`config.mk`:
```
export PLATFORM = sky130hd
export DESIGN_NAME = branch_resolve_unit
export DESIGN_NICKNAME = d
export VERILOG_FILES = /design/src/rtl/branch_resolve_unit_pkg.sv /design/src/rtl/branch_resolve_unit_pred_queue.sv /design/src/rtl/branch_resolve_unit.sv
export SDC_FILE = /design/constraint.sdc
export NUM_CORES = 1
export LEC_CHECK = 0
export CAP_MARGIN = 25
export CELL_PAD_IN_SITES_DETAIL_PLACEMENT = 0
export CELL_PAD_IN_SITES_GLOBAL_PLACEMENT = 1
export CORE_ASPECT_RATIO = 1.1
export CORE_UTILIZATION = 45
export CTS_CLUSTER_SIZE = 12
export DETAILED_ROUTE_END_ITERATION = 6
export GPL_ROUTABILITY_DRIVEN = 0
export PLACE_DENSITY_LB_ADDON = 0.1
export SLEW_MARGIN = 5
export SYNTH_ARGS = -nofsm -noshare
export SYNTH_HDL_FRONTEND = slang
export SYNTH_SLANG_ARGS = --single-unit
```
`constraint.sdc`:
```
create_clock -name clk -period 5.25 [get_ports clk]
set_input_delay 0.7875 -clock clk [delete_from_list [all_inputs] [get_ports clk]]
set_output_delay 0.7875 -clock clk [all_outputs]
set_load 0.1 [all_outputs]
```
`src/rtl/branch_resolve_unit_pkg.sv`:
```
// Shared definitions for the branch resolve unit: default widths, the
// sequential PC step and the layout of one queued prediction.
package branch_resolve_unit_pkg;

    localparam int XLEN_DEF     = 32;
    localparam int IDX_BITS_DEF = 8;
    localparam int DEPTH_DEF    = 4;
    localparam int PC_STEP      = 4;

    // Field order matches the packing used for the prediction queue storage.
    typedef struct packed {
        logic [XLEN_DEF-1:0]     pc;
        logic                    taken;
        logic [XLEN_DEF-1:0]     target;
        logic [IDX_BITS_DEF-1:0] index;
    } pred_entry_t;

endpackage

```
`src/rtl/branch_resolve_unit_pred_queue.sv`:
```
// Circular prediction FIFO with a flush that empties it in one edge.
// The caller only pushes when not full and only pops when not empty.
module pred_queue
    import branch_resolve_unit_pkg::*;
#(
    parameter int WIDTH = 8,
    parameter int DEPTH = DEPTH_DEF,
    localparam int PW   = $clog2(DEPTH),
    localparam int CW   = PW + 1
) (
    input  logic             clk,
    input  logic             rst,
    input  logic             flush,
    input  logic             push,
    input  logic [WIDTH-1:0] push_data,
    input  logic             pop,
    output logic [WIDTH-1:0] head_data,
    output logic [CW-1:0]    count
);

    logic [WIDTH-1:0] mem [DEPTH];
    logic [PW-1:0]    wr_ptr;
    logic [PW-1:0]    rd_ptr;

    assign head_data = mem[rd_ptr];

    always_ff @(posedge clk) begin
        if (push && !flush) begin
            mem[wr_ptr] <= push_data;
        end
    end

    // Flush dominates a simultaneous push or pop.
    always_ff @(posedge clk) begin
        if (rst || flush) begin
            wr_ptr <= '0;
            rd_ptr <= '0;
            count  <= '0;
        end else begin
            if (push) begin
                wr_ptr <= wr_ptr + 1'b1;
            end
            if (pop) begin
                rd_ptr <= rd_ptr + 1'b1;
            end
            case ({push, pop})
                2'b10:   count <= count + 1'b1;
                2'b01:   count <= count - 1'b1;
                default: count <= count;
            endcase
        end
    end

endmodule

```
`src/rtl/branch_resolve_unit.sv`:
```
// Queues fetch-time branch predictions, checks each against its execute
// outcome, and produces the redirect pulse plus the predictor training strobe.
module branch_resolve_unit
    import branch_resolve_unit_pkg::*;
#(
    parameter int XLEN     = XLEN_DEF,
    parameter int IDX_BITS = IDX_BITS_DEF,
    parameter int DEPTH    = DEPTH_DEF,
    localparam int CW      = $clog2(DEPTH) + 1
) (
    input  logic                clk,
    input  logic                rst,
    input  logic                push_valid_i,
    output logic                push_ready_o,
    input  logic [XLEN-1:0]     push_pc_i,
    input  logic                push_taken_i,
    input  logic [XLEN-1:0]     push_target_i,
    input  logic [IDX_BITS-1:0] push_index_i,
    input  logic                res_valid_i,
    input  logic                res_taken_i,
    input  logic [XLEN-1:0]     res_target_i,
    output logic                mispredict_o,
    output logic [XLEN-1:0]     redirect_pc_o,
    output logic                upd_valid_o,
    output logic                upd_taken_o,
    output logic [IDX_BITS-1:0] upd_index_o,
    output logic [CW-1:0]       count_o,
    output logic [31:0]         miss_cnt_o
);

    localparam int EW = 2 * XLEN + 1 + IDX_BITS;

    logic [EW-1:0]       push_entry;
    logic [EW-1:0]       head_entry;
    logic [XLEN-1:0]     head_pc;
    logic                head_taken;
    logic [XLEN-1:0]     head_target;
    logic [IDX_BITS-1:0] head_index;
    logic [CW-1:0]       count;
    logic                push_acc;
    logic                res_acc;
    logic                mispredict_c;
    logic [XLEN-1:0]     redirect_c;

    // Handshakes: a push transfers when push_valid_i && push_ready_o;
    // push_ready_o depends only on occupancy (no same-cycle bypass of a
    // resolve). res_valid_i has no ready: it is taken whenever the queue
    // holds at least one entry and silently ignored when empty.
    assign push_ready_o = (count != CW'(DEPTH));
    assign count_o      = count;
    assign push_acc     = push_valid_i && push_ready_o;
    assign res_acc      = res_valid_i && (count != '0);

    assign push_entry = {push_pc_i, push_taken_i, push_target_i, push_index_i};
    assign {head_pc, head_taken, head_target, head_index} = head_entry;

    // A wrong target only matters when the branch was actually taken.
    assign mispredict_c = res_acc &&
                          ((head_taken != res_taken_i) ||
                           (res_taken_i && (head_target != res_target_i)));
    assign redirect_c   = res_taken_i ? res_target_i : head_pc + XLEN'(PC_STEP);

    pred_queue #(
        .WIDTH (EW),
        .DEPTH (DEPTH)
    ) u_queue (
        .clk       (clk),
        .rst       (rst),
        .flush     (mispredict_c),
        .push      (push_acc),
        .push_data (push_entry),
        .pop       (res_acc),
        .head_data (head_entry),
        .count     (count)
    );

    always_ff @(posedge clk) begin
        if (rst) begin
            mispredict_o  <= 1'b0;
            redirect_pc_o <= '0;
            upd_valid_o   <= 1'b0;
            upd_taken_o   <= 1'b0;
            upd_index_o   <= '0;
            miss_cnt_o    <= '0;
        end else begin
            mispredict_o <= mispredict_c;
            upd_valid_o  <= res_acc;
            if (res_acc) begin
                upd_taken_o <= res_taken_i;
                upd_index_o <= head_index;
            end
            if (mispredict_c) begin
                redirect_pc_o <= redirect_c;
                if (miss_cnt_o != 32'hFFFF_FFFF) begin
                    miss_cnt_o <= miss_cnt_o + 32'd1;
                end
            end
        end
    end

endmodule

```
## Yosys cells after proc, flatten, opt, wreduce, memory -nomap -nowiden

Memories as Yosys holds them, arrays and structs flattened. A register that Yosys moved wholly into a read port is not among the register bits.
Cells that the tools add are included.
Widths: inputs -> output; s select.

- $add $sub $neg: 6
- Multipliers: 0
- Div/mod/pow operators: 0
- $lt $le $gt $ge: 0
- Eq/ne operators: 6
- Shift operators: 0
- Multiplexer cells: 6
- Bitwise logic cells: 0
- Reduce and logical (&&, ||, !) cells: 11

Operators by type and width:

| kind | number |
|---|---|
| $add 32x1->32 const B | 1 |
| $add 32x3->32 const B | 1 |
| $mux 32 | 1 |
| $ne 32x32->1 | 1 |
| $ne 32x32->1 const B | 1 |
| $pmux 3 s2 | 1 |
| $logic_and 1x1->1 | 5 |
| $add 2x1->2 const B | 2 |
| $mux 2 | 2 |
| $add 3x1->3 const B | 1 |
| $ne 3x3->1 const B | 1 |
| $reduce_bool 3->1 | 1 |
| $sub 3x1->3 const B | 1 |
| $eq 2x1->1 const B | 1 |
| $eq 2x2->1 const B | 1 |
| $logic_or 1x1->1 | 2 |
| $mux 1 | 2 |
| $reduce_and 2->1 | 1 |
| $reduce_bool 2->1 | 1 |
| $logic_not 1->1 | 1 |
| $ne 1x1->1 | 1 |

- Flip-flop bits (word level): 82
- Latch bits: 0
- Memory bits (writable): 292
- Bits in read-only memories: 0
- Bits of input ports: 110
- Memories kept: 1

Memory list:

| memory | depth | bits a word | read ports | clocked after memory_dff | write ports | line | RTL |
|---|---|---|---|---|---|---|---|
| u_queue.mem | 4 | 73 | 1 | 1 | 1 | branch_resolve_unit_pred_queue.sv:21 | `logic [WIDTH-1:0] mem [DEPTH];` |

## Depth between registers and ports, before layout

Gate-level depths: netlist (run 1).

- Depth after elaboration: 8
- Depth in mapped cells: 14
- Depth with buffers taken out: 10

## Cells and area by module

Synthesis (run 1) repeated with hierarchy kept, for this count alone.

- Cell total of the unflattened synthesis: 1041
- Area, all modules: 15838.9 sq um

By module, submodules not included:

| module | times used | cells each | area an instance (sq um) | sequential area each (sq um) |
|---|---|---|---|---|
| pred_queue | 1 | 428 | 11040.6 | 8948.6 |
| branch_resolve_unit | 1 | 613 | 4798.4 | 1501.4 |

## Least setup slack after synthesis (run 1)

No wires, ideal clock.

- Path type: input -> register
- Start: input res_taken_i
- End: memory u_queue.mem[0][0] (netlist bit), enable pin
- Arrival time: 4.311 ns
- Data required time: 4.811 ns
- Path slack: 0.500 ns
- Stages on the path: 10
- Buffers on the path: 3
- Cell sequence: buf_2 -> o311ai_1 -> a2111oi_2 -> nand4_1 -> or4_1 -> o21ai_2 -> buf_4 -> buf_8 -> and2b_1 -> and2_1

- Longest elaborated chain between the ends: 7
- Elaborated cells on any way between the ends: 8
- Classes of those cells: 1 x eq/ne; 2 x mux; 5 x reduce/logical

RTL lines:

| item | line | RTL |
|---|---|---|
| start: declaration | branch_resolve_unit.sv:20 | `input logic res_taken_i,` |
| $ne 1x1->1 / $logic_and 1x1->1 (equally long branches) | branch_resolve_unit.sv:59, branch_resolve_unit.sv:60 |  |
| $logic_or 1x1->1 (*) | branch_resolve_unit.sv:59 | `((head_taken != res_taken_i) \|\|` |
| $logic_and 1x1->1 (*) | branch_resolve_unit.sv:58 | `assign mispredict_c = res_acc &&` |
| $logic_not 1->1 (*) | branch_resolve_unit_pred_queue.sv:28 | `if (push && !flush) begin` |
| $logic_and 1x1->1 (*) | branch_resolve_unit_pred_queue.sv:28 |  |
| $mux 1 (*) | branch_resolve_unit_pred_queue.sv:28 |  |
| $mux 1 (not written as such) (*) | branch_resolve_unit_pred_queue.sv:29 | `mem[wr_ptr] <= push_data;` |
| end: declaration | branch_resolve_unit_pred_queue.sv:21 |  |

Mark *: on every way between the ends. The rest lies on a longest branch, timed or not.

==> results.cfg, run 1 <==
[logic_synthesis]
synth_nets = 1152
yosysSeqAreaShare = 0.670
yosys_warnings = 0
yosys-top-cells-area = edfxtp_1 (56%), dfxtp_1 (11%), mux4_2 (8.4%)
synth_area_per_cell_sq_um = 15.1
ys_seq_elements = 376
syn_inst = 1034
syn-cell-area_sq_um = 15600
synth-edff-count = 292
synth.distinct_cells = 60
synth_top_area_cell = edfxtp_1
yosysTopAreaCellShare = 0.562
synthArstFlopShare = 0
synth_ff_type = edfxtp_1

[sta]
slew_headroom = 0.271
fmax_ghz = 0.236
hold_viol_final = 0
slew_viol_final = 0
fin_crit_sh = 0.809
setup-tns-final_ns = 0
worst_pin_slew_ns = 1.09
fin_skew_ns = 0.0162
post-route-min-period_ns = 4.25
setup_viol = 0
rsz0062_at_grt = no

[placement]
port-buffer-count = 188
hpwlAfterDp_um = 25400

[floorplanning]
die_area_sq_um = 35400
row_count = 71
io_pins = 189
core_area_sq_um = 34100
die_w_um = 179
die_h_um = 197
start_util = 0.457

[power_and_ir_drop]
p_per_area_nw_per_um2 = 479
finalPower_uw = 9170
ir_drop_uv = 223
leakage_uw = 0.00626

[clock_tree]
cts_buffers = 40
cts-hold-fix-buffers = 0
cts_setup_buffers = 0
cts_resized = 0
cts_tree = done
insertion_delay_ns = 0.53
clkSinkCount = 376
cts_max_level = 2
cts_max_path_buffers = 3
path_clk_slew_ns = 0.06
root_buffer = clkbuf_16

[routing]
drc = 28
vias = 9381
ant_nets = 0
via_per_inst = 5.53
firstDrtPassIters = 7
drt_iter0_drc = 672
wl_per_cell_um = 22.1
routed_wl_um = 37500

[setup_path]
crit_buf_inv = 2
slowest_stage = dfxtp_4
cp-end-kind = register
rrSetupSlack_ns = 1.00
cpMostUsedCell = buf_4
cp_slowest_stage_delay_ns = 0.75
critPathTopFamily = simple AND/OR/NAND/NOR gates
critPathMaxFanout = 37
crit_path_start_kind = register
cp_cell_sequence = buf_4 > mux4_2 > xnor2_1 > nand4_1 > nor2_1 > nand3_1 > o21ai_4 > and2b_1 > and2_4 > buf_4
ff2ff_path_depth = 10
path_class = register to register
critPathRequiredTime_ns = 5.45
reg2reg_to = u_queue.mem[0][59]$_DFFE_PP_
cp.arrival_ns = 4.44

[layout]
nets = 1351
insertedDiodeCount = 0
drive_above_1_share = 0.125
area_growth_pct = 22.8

[run_status]
violations = design-rule violations
outcome = finished, violations left

[worst_hold_path]
holdPathStages = 2
hold_end = upd_index_o[4]$_SDFFE_PP0P_
holdCritPathClass = register to register
worstHoldStart = upd_index_o[4]$_SDFFE_PP0P_

[global_route]
grt_overflow = 0
grt_pass1_vias = 9323
antenna_found_initial = 0
grt_pass1_wl_um = 56300
grt.total_usage = 0.214
grt_max_degree = 71

[flow_run]
maxCapViolCount = 0
per-layer routing:
layer | part of all wire | up-vias | track usage
li1 | - | 4373 | -
met1 | 0.43 | 4693 | 0.283
met2 | 0.50 | 277 | 0.372
met3 | 0.052 | 38 | 0.0336
met4 | 0.016 | 0 | 0.0533
met5 | 0 | - | 0
how the worst max path moves through the flow:
| stage | startpoint | to | depth (start not counted) |
|---|---|---|---|
| 2_1_floorplan | res_taken_i | u_queue.mem[0][0]$_DFFE_PP_ | 10 |
| 3_3_place_gp | register | u_queue.mem[0][36]$_DFFE_PP_ | 10 |
| 3_5_place_dp | register | u_queue.mem[0][26]$_DFFE_PP_ | 10 |
| 4_1_cts | register | u_queue.mem[0][26]$_DFFE_PP_ | 10 |
| 5_1_grt | register | redirect_pc_o[22]$_SDFFE_PP0P_ | 10 |
| 6_report | register | u_queue.mem[0][59]$_DFFE_PP_ | 10 |
layout by cell type, fill, tap and decap left out, types with 18 or more instances in the layout:
cell,count
edfxtp_1,292
clkdlybuf4s50_1,186
dfxtp_1,82
nand2_1,73
nor2_1,67
mux4_2,58
mux2i_1,52
clkbuf_16,41
xnor2_1,37
a21oi_1,37
o21ai_0,26
inv_1,25
xor2_1,25
nand4_1,24
nand3_1,18
sequential cells by signal (all words and copies together), names as in the netlist, named ones only:
signal,count
mispredict_o,1
miss_cnt_o,32
redirect_pc_o,32
u_queue.count,3
u_queue.mem,292
u_queue.rd_ptr,2
u_queue.wr_ptr,2
upd_index_o,8
upd_taken_o,1
upd_valid_o,1
power by group:
group	internal, uW	switching [uW]
sequential	3660	198
clock	1520	1090
combinational	976	1730
synth_stat cells (all sizes together) (22+ instances only):
cell    number
a21oi       37
buf         30
clkbuf      22
dfxtp       84
edfxtp     292
inv         25
mux2i       52
mux4        58
nand2       74
nand4       24
nor2        67
o21ai       34
xnor2       37
xor2        25
layout make-up:
| cell class | instances | area (sq um) |
|---|---|---|
| Clock buffer | 56 | 1110 |
| Clock inverter | 12 | 78.8 |
| Fill cell | 2814 | 15000 |
| Inverter | 26 | 97.6 |
| Multi-Input combinational cell | 580 | 4740 |
| Sequential cell | 376 | 10500 |
| Tap cell | 438 | 548 |
| Timing Repair Buffer | 209 | 2110 |
stage by stage:
step                      std cells  instance area (sq um)  hold slack, ns  setup WS, ns  utilization
after floorplan                1034                  15600           0.469         0.500            -
after global placement         1628                  17900           0.443         0.905        0.526
after detailed placement       1629                  18000           0.447         0.898        0.526
after CTS                      1697                  19100           0.455         0.890        0.561
after global routing           1697                  19100           0.487         0.668        0.561
final                          1697                  19100           0.453          1.00        0.561
tightest hold or removal path, delay by kind of cell, from the launching register on:
kind,cells,cell delay (ns)
and+or+nand+nor,1,0.05
DFF,1,0.31
AOI/OAI and AO/OA,1,0.05
cell families (layout without fill, tap and decap cells):
group / count (synthesis) / after routing / share of synthesized area
multiplexers: 124 / 124 / 0.127
AND/OR/NAND/NOR: 271 / 271 / 0.0877
XOR/XNOR: 62 / 62 / 0.0348
buffers and inverters: 78 / 303 / 0.0271
AO/OA/AOI/OAI: 115 / 115 / 0.0459
flip-flops: 376 / 376 / 0.670
adder cells (fa/ha/maj): 8 / 8 / 0.00690
Power figures use the tool's default switching activity.
==> run 2: changes to the inputs <==
==> constraint.sdc (replaced) <==
create_clock -name clk -period 4.1 [get_ports clk]
set_input_delay 0.615 -clock clk [delete_from_list [all_inputs] [get_ports clk]]
set_output_delay 0.615 -clock clk [all_outputs]
set_load 0.1 [all_outputs]
==> results.cfg, run 2 (synthesized netlist as in run 1, its figures left out) <==
[sta]
setup_viol = 0
fin_ws_ns = 0.470
worst_pin_slew_ns = 1.04
hold_viol_final = 0
slew_viol_final = 0
fin_skew_ns = 0.0119
setup-tns-final_ns = 0
slew_headroom = 0.303
fin_crit_sh = 0.885
post-route-min-period_ns = 3.63
fmax_ghz = 0.275
rsz0062_at_grt = no

[worst_hold_path]
holdCritPathClass = register to register
holdPathStages = 2
worstHoldStart = upd_index_o[5]$_SDFFE_PP0P_

[floorplanning]
die_area_sq_um = 35400
die_h_um = 197
core_area_sq_um = 34100
die_w_um = 179
io_pins = 189
row_count = 71
start_util = 0.457

[clock_tree]
cts_max_path_buffers = 3
cts-hold-fix-buffers = 0
cts_buffers = 40
cts_max_level = 2
path_clk_slew_ns = 0.06
clkSinkCount = 376
cts_resized = 0
insertion_delay_ns = 0.53
cts_tree = done
cts_setup_buffers = 0
root_buffer = clkbuf_16

[flow_run]
maxCapViolCount = 0

[layout]
insertedDiodeCount = 0
area_growth_pct = 24.1
drive_above_1_share = 0.133
largestRegisters = u_queue.mem x292, miss_cnt_o x32, redirect_pc_o x32
final_cell_area_sq_um = 19400
final_common_cell = edfxtp_1
largest_reg_flops = 292
stdcell_count = 1712
nets = 1363
layout_common_cells = edfxtp_1 (292), clkdlybuf4s50_1 (186), dfxtp_1 (82)
regMostFlops = u_queue.mem

[power_and_ir_drop]
p_per_area_nw_per_um2 = 614
ir_drop_uv = 342
leakage_uw = 0.00636

[routing]
drt_iter0_drc = 540
drc = 22
firstDrtPassIters = 7
vias = 9351
via_per_inst = 5.46
ant_nets = 0
wl_per_cell_um = 21.7
routed_wl_um = 37100

[setup_path]
reg2reg_to = redirect_pc_o[21]$_SDFFE_PP0P_
rrSetupSlack_ns = 0.47
ff2ff_path_depth = 10
critPathMaxFanout = 83
path_class = register to register
cp.arrival_ns = 4.07
crit_path_end = redirect_pc_o[21]$_SDFFE_PP0P_
cp-end-kind = register
critPathRequiredTime_ns = 4.54
crit_path_start_kind = register

[placement]
hpwlAfterDp_um = 25500
placedCellCount = 1641
placed_area_sq_um = 18100
place_ws_ns = 0.270
port-buffer-count = 188

[global_route]
grt_pass1_vias = 9378
antenna_found_initial = 0
grt_pass1_wl_um = 56700
grt.total_usage = 0.213
grt_overflow = 0
grt_max_degree = 84

[run_status]
violations = design-rule violations
outcome = finished, violations left
-- run 2: cell types whose count changed in the layout (fill, tap and decap cells not counted), sizes merged --
cell / delta
buf: +12
clkinv: -5
clkbuf: +4
inv: +3
bufinv: +1
-- run 2: routing by layer --
layer	up-vias	share of wire	track usage
li1	4392	-	-
met1	4654	0.43	0.281
met2	257	0.51	0.373
met3	48	0.046	0.0299
met4	0	0.019	0.0517
met5	-	0	0
-- run 2: worst max-delay path, cell delays in order, from the launching register on --
cell and delay (ns):
dfxtp_4 0.51, buf_4 0.23, mux2i_1 0.32, o22ai_1 0.14, o41ai_1 0.48, nand3_1 0.10
or4_1 0.54, o21ai_4 0.21, buf_12 0.35, nand2_2 0.35, o22ai_1 0.27
-- run 2: how the worst min path moves through the flow --
stage | slack [ns] | endpoint
6_report | 0.45 | upd_index_o[5]$_SDFFE_PP0P_
5_1_grt | 0.48 | upd_index_o[7]$_SDFFE_PP0P_
4_1_cts | 0.46 | upd_index_o[5]$_SDFFE_PP0P_
3_5_place_dp | 0.45 | upd_index_o[5]$_SDFFE_PP0P_
3_3_place_gp | 0.44 | upd_index_o[1]$_SDFFE_PP0P_
2_1_floorplan | 0.47 | u_queue.wr_ptr[1]$_SDFFE_PP0P_
-- run 2: cell type report --
class | instances | area [sq um]
clock buffers | 60 | 1110
multi-input cells | 580 | 4740
clock inverters | 11 | 113
inverters | 26 | 97.6
fillers | 2834 | 14800
flip-flops and latches | 376 | 10500
well taps | 438 | 548
repair buffers | 221 | 2280
-- run 2: power by group --
part / switching (uW) / internal, uW / total, uW
clock: 1410 / 2010 / 3420
sequential: 242 / 4680 / 4930
combinational: 2230 / 1320 / 3540
total: 3880 / 8010 / 11900
-- run 2: through the flow --
| stage | total power, uW | util | hold slack [ns] |
|---|---|---|---|
| final | 11900 | 0.567 | 0.452 |
| after global routing | 12400 | 0.567 | 0.477 |
| after CTS | 12000 | 0.567 | 0.457 |
| after detailed placement | 8590 | 0.531 | 0.449 |
| after global placement | 8560 | 0.531 | 0.445 |
| after floorplan | 7530 | - | 0.469 |
